==> src/rtl/instr_fetch_unit.sv <==
// Instruction fetch stage: PC, single-word prefetch buffer and IR
// feeding the multicycle control FSM over a req/ack memory port.
module instr_fetch_unit #(
  parameter int ADDR_WIDTH  = 16,
  parameter int RESET_PC    = 0,
  parameter int ACK_TIMEOUT = 15
) (
  input  logic                  clock,
  input  logic                  reset,
  input  logic                  pcEn,
  input  logic                  pcIncOrSet,
  input  logic [ADDR_WIDTH-1:0] pcTarget,
  input  logic                  irEn,
  output logic                  memReq,
  output logic [ADDR_WIDTH-1:0] memAddr,
  input  logic                  memAck,
  input  logic [15:0]           memRdata,
  output logic [15:0]           instruction,
  output logic [ADDR_WIDTH-1:0] pc,
  output logic                  fetchDone,
  output logic                  fetchErr
);

  typedef enum logic [1:0] {
    IDLE,
    REQ,
    FULL
  } state_t;

  localparam logic [ADDR_WIDTH-1:0] PC_RST = ADDR_WIDTH'(RESET_PC);
  localparam logic [ADDR_WIDTH-1:0] PC_ONE = ADDR_WIDTH'(1);
  localparam logic [7:0]            TMO    = 8'(ACK_TIMEOUT);

  state_t                state_q, state_d;
  logic [ADDR_WIDTH-1:0] pc_q, pc_d;
  logic [15:0]           buf_q, buf_d;
  logic [15:0]           ir_q, ir_d;
  logic [7:0]            cnt_q, cnt_d;
  logic                  err_q, err_d;

  always_comb begin
    state_d = state_q;
    pc_d    = pc_q;
    buf_d   = buf_q;
    ir_d    = ir_q;
    cnt_d   = cnt_q;
    err_d   = err_q;

    // IR takes the buffer before any same-cycle PC change drops it
    if (irEn && state_q == FULL) begin
      ir_d = buf_q;
    end

    unique case (state_q)
      IDLE: begin
        state_d = REQ;
        cnt_d   = '0;
      end
      REQ: begin
        if (memAck) begin
          buf_d   = memRdata;
          state_d = FULL;
        end else if (cnt_q + 8'd1 == TMO) begin
          err_d   = 1'b1;
          cnt_d   = '0;
          state_d = IDLE;
        end else begin
          cnt_d = cnt_q + 8'd1;
        end
      end
      FULL: begin
        state_d = FULL;
      end
      default: begin
        state_d = IDLE;
      end
    endcase

    // A PC change wins: any ack this cycle belongs to the old address
    if (pcEn) begin
      pc_d    = pcIncOrSet ? pcTarget : pc_q + PC_ONE;
      buf_d   = buf_q;
      state_d = IDLE;
    end
  end

  always_ff @(posedge clock or negedge reset) begin
    if (!reset) begin
      state_q <= IDLE;
      pc_q    <= PC_RST;
      buf_q   <= '0;
      ir_q    <= '0;
      cnt_q   <= '0;
      err_q   <= 1'b0;
    end else begin
      state_q <= state_d;
      pc_q    <= pc_d;
      buf_q   <= buf_d;
      ir_q    <= ir_d;
      cnt_q   <= cnt_d;
      err_q   <= err_d;
    end
  end

  assign memReq      = (state_q == REQ);
  assign fetchDone   = (state_q == FULL);
  assign memAddr     = pc_q;
  assign pc          = pc_q;
  assign instruction = ir_q;
  assign fetchErr    = err_q;

endmodule

==> config.mk <==
export PLATFORM = sky130hd
export DESIGN_NAME = instr_fetch_unit
export DESIGN_NICKNAME = d
export VERILOG_FILES = /design/src/rtl/instr_fetch_unit.sv
export SDC_FILE = /design/constraint.sdc
export NUM_CORES = 1
export LEC_CHECK = 0
export BUFFER_PORTS_ARGS = -buffer_cell sky130_fd_sc_hd__buf_4
export CAP_MARGIN = 20
export CELL_PAD_IN_SITES_DETAIL_PLACEMENT = 1
export CELL_PAD_IN_SITES_GLOBAL_PLACEMENT = 2
export CORE_MARGIN = 1
export CORE_UTILIZATION = 34
export DETAILED_ROUTE_END_ITERATION = 16
export PLACE_DENSITY = 0.92
export SETUP_SLACK_MARGIN = 0.2
export SLEW_MARGIN = 40
export SYNTH_ARGS = -nofsm -noshare
export SYNTH_HDL_FRONTEND = slang
export SYNTH_SLANG_ARGS = --single-unit
==> constraint.sdc <==
create_clock -name clock -period 4.3 [get_ports clock]
set_clock_uncertainty 0.2 [all_clocks]
set_input_delay 0.645 -clock clock [delete_from_list [all_inputs] [get_ports clock]]
set_output_delay 0.645 -clock clock [all_outputs]
set_load 0.02 [all_outputs]
==> results.yml <==
run_status:
  status: "finished clean"
critical_path:
  start_kind: "flop"
  worstSetupEndpoint: "memAddr[15]"
  timing.rr.end: "memAddr[15]"
  cp_cell_sequence: "nand4_1 > or4_4 > or4_1 > o21ai_1 > a21oi_1"
  rr_startpoint: "memAddr[6]"
  cp-startpoint: "memAddr[6]"
  cp.arrival_ps: 2200
  worst-path-buf-inv: 0
  slowest_delay_ps: 560
  crit_fanout: 8
  cp_data_required_time_ps: 4310
  path_depth: 5
  critPathTopFamily: "simple AND/OR/NAND/NOR gates"
  r2r_cells: 5
  reg2reg_slack_ps: 2110
  end_kind: "flop"
  cpMaxStageDelayCell: "or4_4"
  worstSetupPathType: "flop to flop"
synthesis:
  synthDistinctLibCells: 46
  yosysTopAreaCellShare_pct: 51.0
  synth_area_mm2: 0.00290
  yosys_register_bits: 59
  synth.most_common_cell: "dfrtp_1"
  synth_largest_area_cell: "dfrtp_1"
  synth_area_leaders: "dfrtp_1 51%, mux2_2 12%, buf_4 4.1%"
  async_reset_ff_share_pct: 100
  synth.top_cells.by_count: "59 x dfrtp_1, 32 x mux2_2, 23 x nand2_1, 17 x a21oi_1, 16 x buf_4"
  ys_seq_area_share_pct: 51.0
  synth_edf_count: 0
  yosys_warnings: 0
  syn-num-nets: 307
  synthCells: 266
  synth_ff_type: "dfrtp_1"
  syn_area_per_cell_um2: 10.9
pwr:
  p_leak_nw: 1.73
  ir_worst_vdd_mv: 0.193
  power_density_mw_per_mm2: 516
  design_power_total_mw: 1.92
place:
  pre_cts_ws_ps: 1920
  place_area_mm2: 0.00351
  gp_congestion: 0.774
  hpwl_um: 5090
  dp_cells: 430
  numPortBuffers: 88
sta:
  rsz0062_at_grt: "false"
  hold_viol_final: 0
  worst_slew_pin_slew_ps: 801
  period_share_pct: 50.9
  fin_setup_tns_ps: 0
  setup_viol: 0
  max_freq_mhz: 457
  drv_slew: 0
  slew_headroom_pct: 46.5
  period_needed_ps: 2190
  worst_slack_ps: 2110
  whs_ps: 57.8
clock_tree:
  clk_pin_slew_ps: 80
  h-tree-depth: 3
  postCtsSetupBuffers: 0
  cts.hold.buffers_added: 0
  cts_tree: "done"
  cts_resized: 0
  clock_path_buffers: 2
  cts.sinks: 59
  clkLatencyLatePin_ps: 340
  cts-root-buf: "clkbuf_8"
  cts_made_buffers: 9
drt:
  ant_nets: 0
  avgRoutedWirePerCell_um: 15.9
  totalWireLength_um: 7100
  vias: 2298
  drt-pass1-iter-count: 4
  drc: 0
  drt_iter0_drc: 82
  avgViaCountPerCell: 5.15
final_layout:
  synthToLayoutAreaGrowth_pct: 28.3
  diodes: 0
  final_layout_size_suffix_gt1_share_pct: 42.2
  n_fill_cell: 934
  final_cells: 446
  final_area_mm2: 0.00371
  layout.nets: 377
  final_util_pct: 45.2
global_route:
  overflow: 0
  grt_max_degree: 60
  grt_pass1_wl_um: 11700
  grt_usage_pct: 17.1
  antenna_found_initial: 0
  grt_pass1_vias: 2332
worst_hold_path:
  hp-class: "input pin to asynchronous set/reset pin"
floorplanning:
  rows: 33
  fp.dieH_um: 94.3
  core_mm2: 0.00822
  ios: 89
  dieWidth_um: 94.3
  initial_core_util_pct: 35.3
  dieArea_mm2: 0.00889
job:
  cap_viol_max_count: 0
cells by family after synthesis:
logic type      after synthesis  share of synthesized area (%)
simple gates                 65                           11.4
compound gates               63                           14.3
flops                        59                           51.0
buf+inv                      36                           7.08
mux                          35                           13.5
xor+xnor                      5                           1.51
fa+ha+maj                     3                           1.30
cells in the final DEF, fill, tap and decap left out, types with 4 or more instances in the layout:
| master | instances |
|---|---|
| buf_4 | 87 |
| dfrtp_1 | 59 |
| mux2_2 | 32 |
| nand2_1 | 23 |
| a21oi_1 | 17 |
| o21ai_0 | 14 |
| nand3_1 | 12 |
| nor2_1 | 9 |
| clkbuf_8 | 9 |
| a22o_1 | 8 |
| inv_1 | 7 |
| and3_1 | 5 |
| xnor2_1 | 4 |
| o22ai_1 | 4 |
layer usage:
layer	share of wire [%]	routed length, um	GRT usage, %	vias to the layer above
met3	5.2	368	4.05	8
met5	0	0	0	-
met1	44	3150	22.4	1143
met4	0.80	57	5.00	0
li1	-	-	-	1082
met2	50	3520	28.1	65
cell type report:
class | instances | area, um^2 | share of cell area, %
Timing Repair Buffer | 88 | 664 | 17.9
Clock inverter | 7 | 77.6 | 2.09
Sequential cell | 59 | 1480 | 39.7
Clock buffer | 9 | 124 | 3.33
Inverter | 7 | 26.3 | 0.707
Multi-Input combinational cell | 171 | 1210 | 32.7
Tap cell | 105 | 131 | 3.54
worst reg2reg max path: cells and delay by family (launching register included):
| family | cells | cell delay (ps) |
|---|---|---|
| simple gates | 3 | 1180 |
| compound gates | 2 | 180 |
| flops | 1 | 500 |
worst min-delay path by stage:
stage	from	end	slack (ps)	depth (start not counted)
6_report	reset	memAddr[4]	60	1
5_1_grt	reset	instruction[12]	100	1
4_1_cts	reset	memAddr[7]	200	1
3_5_place_dp	fetchErr	fetchErr	260	1
3_3_place_gp	fetchErr	fetchErr	260	1
2_1_floorplan	reset	buf_q[0]	150	0
state kept, by name (all words and copies together) (netlist names):
signal	flops
fetchErr	1
instruction	16
state_q	2
buf_q	16
cnt_q	8
memAddr	16
where the power goes:
| part | internal [mW] | total [mW] | switching [mW] | leakage [nW] |
|---|---|---|---|---|
| sequential | 0.698 | 0.805 | 0.108 | 0.725 |
| combinational | 0.293 | 0.594 | 0.301 | 0.904 |
| clock | 0.271 | 0.516 | 0.245 | 0.0998 |
| total | 1.26 | 1.92 | 0.654 | 1.73 |
Power figures use the tool's default switching activity.
